$ cat config.mk
export PLATFORM = sky130hd
export DESIGN_NAME = tlp_vc_scheduler
export DESIGN_NICKNAME = d
export VERILOG_FILES = /design/src/rtl/tlp_pkg.sv /design/src/rtl/rr_priority_pick.sv /design/src/rtl/tlp_vc_scheduler.sv
export SDC_FILE = /design/constraint.sdc
export NUM_CORES = 1
export LEC_CHECK = 0
export CAP_MARGIN = 10
export CORE_UTILIZATION = 45
export DETAILED_ROUTE_END_ITERATION = 6
export PLACE_DENSITY = 0.83
export SKIP_CTS_REPAIR_TIMING = 1
export SYNTH_ARGS = -nofsm -noshare
export SYNTH_HDL_FRONTEND = slang
export SYNTH_SLANG_ARGS = --single-unit
$ cat constraint.sdc
create_clock -name clk -period 3.4 [get_ports clk]
set_clock_uncertainty 0.15 [all_clocks]
set_input_delay 0.68 -clock clk [delete_from_list [all_inputs] [get_ports clk]]
set_output_delay 0.68 -clock clk [all_outputs]
set_load 0.005 [all_outputs]
$ cat src/rtl/tlp_pkg.sv
// Shared TLP-path definitions: scheduler state encoding and default widths
// used by the flow-control FSM, the VC FIFOs and the VC scheduler.
package tlp_pkg;

  localparam int NUM_VC_DEF = 4;
  localparam int DATA_W_DEF = 10;

  // One-hot scheduler states.
  typedef enum logic [3:0] {
    S_IDLE   = 4'b0001,
    S_ARB    = 4'b0010,
    S_SERVE  = 4'b0100,
    S_PAUSED = 4'b1000
  } sched_state_t;

endpackage

$ cat src/rtl/rr_priority_pick.sv
// Rotating priority encoder: grants the first asserted request found when
// searching upward from ptr, wrapping modulo NUM_VC.
module rr_priority_pick #(
  parameter int NUM_VC = 4,
  parameter int PTR_W  = $clog2(NUM_VC)
) (
  input  logic [NUM_VC-1:0] req,
  input  logic [PTR_W-1:0]  ptr,
  output logic [NUM_VC-1:0] gnt,
  output logic [PTR_W-1:0]  gnt_idx,
  output logic              any_req
);

  // cand[gi] is the request index examined at search offset gi.
  logic [PTR_W-1:0] cand [NUM_VC];

  generate
    for (genvar gi = 0; gi < NUM_VC; gi++) begin : g_cand
      logic [PTR_W:0] sum_w;
      assign sum_w     = {1'b0, ptr} + (PTR_W+1)'(gi);
      assign cand[gi]  = (sum_w >= (PTR_W+1)'(NUM_VC)) ?
                         PTR_W'(sum_w - (PTR_W+1)'(NUM_VC)) : PTR_W'(sum_w);
    end
  endgenerate

  always_comb begin
    logic found;
    found   = 1'b0;
    gnt     = '0;
    gnt_idx = '0;
    for (int i = 0; i < NUM_VC; i++) begin
      if (!found && req[cand[i]]) begin
        found        = 1'b1;
        gnt[cand[i]] = 1'b1;
        gnt_idx      = cand[i];
      end
    end
  end

  assign any_req = |req;

endmodule

$ cat src/rtl/tlp_vc_scheduler.sv
// Round-robin scheduler draining per-VC TLP FIFOs into one output FIFO with
// bounded bursts per grant, downstream pause handling and a sticky overflow flag.
module tlp_vc_scheduler
  import tlp_pkg::*;
#(
  parameter int NUM_VC  = NUM_VC_DEF,
  parameter int DATA_W  = DATA_W_DEF,
  parameter int QUANTUM = 4
) (
  input  logic                     clk,
  input  logic                     reset,
  input  logic                     enable,
  input  logic [NUM_VC-1:0]        vc_empty,
  input  logic [NUM_VC*DATA_W-1:0] vc_data,
  output logic [NUM_VC-1:0]        vc_pop,
  input  logic                     out_pause,
  input  logic                     out_full,
  output logic                     out_push,
  output logic [DATA_W-1:0]        out_data,
  output logic [NUM_VC-1:0]        grant,
  output logic                     idle,
  output logic                     error_full
);

  localparam int PTR_W = $clog2(NUM_VC);
  localparam int CNT_W = $clog2(QUANTUM + 1);

  sched_state_t        state_reg, state_next;
  logic [PTR_W-1:0]    ptr_reg, ptr_next;
  logic [CNT_W-1:0]    burst_cnt_reg, burst_cnt_next;
  logic [NUM_VC-1:0]   grant_reg, grant_next;
  logic [PTR_W-1:0]    grant_idx_reg, grant_idx_next;
  logic                pend_reg;
  logic [NUM_VC-1:0]   pop_sel_reg;
  logic                error_full_reg;

  logic [NUM_VC-1:0]   req_vec;
  logic [NUM_VC-1:0]   pick_gnt;
  logic [PTR_W-1:0]    pick_idx;
  logic                pick_any;
  logic                grant_empty;
  logic                leave_grant;
  logic [PTR_W-1:0]    ptr_after_grant;

  assign req_vec = ~vc_empty;

  rr_priority_pick #(
    .NUM_VC (NUM_VC),
    .PTR_W  (PTR_W)
  ) u_pick (
    .req     (req_vec),
    .ptr     (ptr_reg),
    .gnt     (pick_gnt),
    .gnt_idx (pick_idx),
    .any_req (pick_any)
  );

  assign grant_empty     = |(grant_reg & vc_empty);
  assign ptr_after_grant = (grant_idx_reg == PTR_W'(NUM_VC - 1)) ? '0
                                                                 : grant_idx_reg + PTR_W'(1);

  always_comb begin
    state_next     = state_reg;
    ptr_next       = ptr_reg;
    burst_cnt_next = burst_cnt_reg;
    grant_next     = grant_reg;
    grant_idx_next = grant_idx_reg;
    vc_pop         = '0;
    leave_grant    = 1'b0;

    case (state_reg)
      S_IDLE: begin
        if (enable && pick_any) state_next = S_ARB;
      end
      S_ARB: begin
        if (enable && pick_any) begin
          grant_next     = pick_gnt;
          grant_idx_next = pick_idx;
          burst_cnt_next = '0;
          state_next     = S_SERVE;
        end else begin
          state_next = S_IDLE;
        end
      end
      S_SERVE: begin
        // Event priority: enable drop, then pause, then empty, then quantum.
        if (!enable) begin
          leave_grant = 1'b1;
        end else if (out_pause) begin
          if (!grant_empty) state_next  = S_PAUSED;
          else              leave_grant = 1'b1;
        end else if (grant_empty) begin
          leave_grant = 1'b1;
        end else begin
          vc_pop         = grant_reg;
          burst_cnt_next = burst_cnt_reg + CNT_W'(1);
          if (burst_cnt_reg == CNT_W'(QUANTUM - 1)) leave_grant = 1'b1;
        end
      end
      S_PAUSED: begin
        if (!enable)         leave_grant = 1'b1;
        else if (!out_pause) state_next  = S_SERVE;
      end
      default: state_next = S_IDLE;
    endcase

    if (leave_grant) begin
      state_next = S_ARB;
      ptr_next   = ptr_after_grant;
      grant_next = '0;
    end
  end

  always_ff @(posedge clk) begin
    if (reset) begin
      state_reg      <= S_IDLE;
      ptr_reg        <= '0;
      burst_cnt_reg  <= '0;
      grant_reg      <= '0;
      grant_idx_reg  <= '0;
      pend_reg       <= 1'b0;
      pop_sel_reg    <= '0;
      error_full_reg <= 1'b0;
    end else begin
      state_reg     <= state_next;
      ptr_reg       <= ptr_next;
      burst_cnt_reg <= burst_cnt_next;
      grant_reg     <= grant_next;
      grant_idx_reg <= grant_idx_next;
      pend_reg      <= |vc_pop;
      pop_sel_reg   <= vc_pop;
      if (pend_reg && out_full) error_full_reg <= 1'b1;
    end
  end

  // FIFO read data arrives the cycle after the pop, so the word is steered
  // by the registered pop select; an empty select yields zero.
  logic [DATA_W-1:0] data_terms [NUM_VC];

  generate
    for (genvar gi = 0; gi < NUM_VC; gi++) begin : g_data
      assign data_terms[gi] = pop_sel_reg[gi] ? vc_data[gi*DATA_W +: DATA_W] : '0;
    end
  endgenerate

  always_comb begin
    out_data = '0;
    for (int i = 0; i < NUM_VC; i++) out_data = out_data | data_terms[i];
  end

  assign out_push   = pend_reg & ~out_full;
  assign grant      = grant_reg;
  assign idle       = (state_reg == S_IDLE) & ~pend_reg;
  assign error_full = error_full_reg;

endmodule

==> results_dict.tcl <==
set metrics [dict create \
    status "finished, final reports clean" \
    worstPathArrival_ns 2.29 \
    core_area_um2 3470 \
    synthCells 208 \
    drc 0 \
    synth_warnings 0 \
    dp.cells 316 \
    cts_tree "yes" \
    hold_viol 0 \
    post-route-period-util_pct 91.9 \
    drtIter0Drc 96 \
    path_max_fanout 6 \
    fillCellCount 294 \
    cts.clk_slew.worst_paths_ns 0.07 \
    finalMaxSlewViolations 0 \
    die_h_um 63.5 \
    slowest_delay_ns 0.42 \
    critPathCaptureType "output port" \
    power.leakage_nw 1.06 \
    root_buffer "clkbuf_8" \
    num_antenna_cells 0 \
    antenna_found_initial 0 \
    max_cap_violations 0 \
    reg2reg_from "ptr_reg[1]" \
    syn_area_um2 1700 \
    netlist.area_leader.share_pct 24.7 \
    dr_total_vias 1847 \
    use_met2_pct 42.4 \
    ys.flop_type "dfxtp_1" \
    first_pass_iters 4 \
    startpoint_type "input port" \
    yosysSeqAreaShare_pct 24.7 \
    finalNonFillerCells 322 \
    cts_sinks 21 \
    required_ns 2.57 \
    seqCellArea_um2 420 \
    viasPerCell 5.74 \
    grt_remaining_overflow 0 \
    path_cells "clkdlybuf4s50_1 -> a222oi_1 -> buf_4 -> nand3_2 -> nor2_2 -> buf_6 -> buf_4 -> and2_1 -> dlymetal6s2s_1" \
    wire_per_inst_um 14.9 \
    antenna_left 0 \
    tightest_slew_ns 0.560 \
    grt_max_degree 16 \
    nNetsFinal 333 \
    top_usage_layer "met2" \
    row_count 21 \
    synthTopCellsByArea "dfxtp_1 (25%), a22oi_1 (8.8%), ha_1 (5.1%), nor2_1 (4.8%), mux4_1 (4.6%)" \
    gp_congestion 0.812 \
    cp-startpoint "vc_empty[0]" \
    synth.net_count 264 \
    synth_top_area_cell "dfxtp_1" \
    cts_buffers 3 \
    relSlewSlack_pct 62.6 \
    worst_path_max_delay_cell "clkdlybuf4s50_1" \
    fmax_ghz 0.320 \
    synth.avg_cell_area_um2 8.19 \
    grt_setup_unrepaired "false" \
    cts_buffer_depth 2 \
    powerDensity_nw_per_um2 211 \
    h-tree-depth 1 \
    insertion_delay_ns 0.25 \
    async_reset_ff_share_pct 0 \
    grt_pass1_wl_um 7850 \
    synth-seq-cells 21 \
    syn2layout_area_growth_pct 47.3 \
    finalCriticalPeriod_ns 3.12 \
    die_x_um 63.5 \
    ir_drop_mv 0.226 \
    cp_common_cell "buf_4" \
    path_class "input port to output port" \
    tns_ns 0 \
    routed_wl_um 4800 \
    worstHoldStart "burst_cnt_reg[1]" \
    synth.distinct_cells 48 \
    use_met1_pct 29.1 \
    io_pins 70 \
    grt.total_usage_pct 24.1 \
    io_buffer_count 69 \
    final_util_pct 72.3 \
    drive_gt1_share_pct 12.3 \
    grtUsageMet3_pct 6.88 \
    dp_hpwl_um 3790 \
    fp.dieArea_um2 4030 \
    multi_input_area_um2 1130 \
    initial_core_util_pct 49.1 \
    hp-class "flip-flop to flip-flop" \
    grt_pass1_vias 1700 \
    setup_violations 0 \
    synth_edf_count 0 \
]
==> stage by stage <==
step	hold WS (ns)	area [um^2]	power [mW]	setup WS, ns
5_1_grt	0.400	2510	0.553	0.185
4_1_cts	0.354	2480	0.532	-0.0938
3_5_place_dp	0.338	2430	0.376	-0.0339
2_1_floorplan	0.310	1700	0.303	0.775
6_report	0.353	2510	0.529	0.276
3_3_place_gp	0.310	2430	0.375	-0.00874
==> layout by cell type (no fill, tap or decap), types with 2 or more instances in the layout <==
cell / netlist / routed
nand3_1: 4 / 4
nor2_1: 22 / 21
dfxtp_1: 21 / 21
o2111ai_1: 2 / 2
mux2i_1: 4 / 4
buf_4: 2 / 12
mux2_2: 3 / 3
o211ai_1: 6 / 6
nand2_1: 21 / 21
mux4_1: 3 / 3
o221a_2: 4 / 4
a211oi_1: 2 / 2
clkbuf_8: 0 / 3
nor3_2: 2 / 2
nor4_1: 3 / 3
and2_1: 4 / 4
clkdlybuf4s50_1: 0 / 65
a31oi_1: 4 / 4
nor4b_1: 4 / 4
and3_1: 5 / 5
o21a_1: 2 / 2
a221oi_1: 2 / 2
ha_1: 7 / 7
a22oi_1: 20 / 20
dlymetal6s2s_1: 0 / 4
nor2b_1: 2 / 2
a21oi_1: 8 / 8
nand2b_1: 3 / 3
inv_1: 14 / 14
==> synthesized netlist by cell type, types with 2 or more instances <==
| cell | instances |
|---|---|
| mux2i_1 | 4 |
| nor2_1 | 22 |
| inv_1 | 14 |
| buf_2 | 5 |
| a211oi_1 | 2 |
| o221a_2 | 4 |
| o211ai_1 | 6 |
| o21a_1 | 2 |
| nand2b_1 | 3 |
| a22oi_1 | 20 |
| a221oi_1 | 2 |
| a21oi_1 | 8 |
| nand3_1 | 4 |
| and3_1 | 5 |
| o2111ai_1 | 2 |
| nor4_1 | 3 |
| nand2_1 | 21 |
| mux2_2 | 3 |
| nor4b_1 | 4 |
| dfxtp_1 | 21 |
| nor2b_1 | 2 |
| mux4_1 | 3 |
| buf_6 | 2 |
| nor3_2 | 2 |
| a31oi_1 | 4 |
| and2_1 | 4 |
| buf_4 | 2 |
| clkbuf_1 | 5 |
| ha_1 | 7 |
| clkbuf_2 | 4 |
==> per-layer routing <==
| layer | up-vias | wire length [um] |
|---|---|---|
| met5 | - | 0 |
| met3 | 2 | 463 |
| met2 | 83 | 2350 |
| met1 | 847 | 1960 |
| li1 | 915 | - |
| met4 | 0 | 28 |
==> power by group <==
part / total, mW / leakage, nW / switching [mW] / internal [mW]
clock: 0.158 / 0.0228 / 0.0744 / 0.0832
combinational: 0.118 / 0.866 / 0.0428 / 0.0756
sequential: 0.253 / 0.170 / 0.00408 / 0.249
total: 0.529 / 1.06 / 0.121 / 0.408
==> kinds of logic (layout without fill, tap and decap cells) <==
family,Yosys count,count (layout),share of synthesized area (%)
simple gates,77,77,23.7
compound gates,60,60,27.1
buf+inv,32,100,9.04
flops,21,21,24.7
mux,11,11,10.3
fa+ha+maj,7,7,5.14
==> final cells by class <==
type | count | share of cell area (%)
sequential | 21 | 16.8
inverter | 14 | 2.09
clock buffer | 4 | 1.80
multi-input combinational | 155 | 45.1
timing repair buffer | 82 | 32.0
tap | 46 | 2.29
==> final timing paths <==
path	endpoint	slack [ns]	depth (start not counted)
max	vc_pop[3]	0.28	9
min	burst_cnt_reg[1]	0.35	2
max reg2reg	grant_idx_reg[1]	0.83	7
min reg2reg	burst_cnt_reg[1]	0.35	2
==> critical path, delay by kind of cell <==
kind	cells	cell delay, ns
AOI/OAI and AO/OA	1	0.32
buffers and inverters	5	0.96
and+or+nand+nor	3	0.35
No activity file was read; power rests on OpenSTA's default activity.
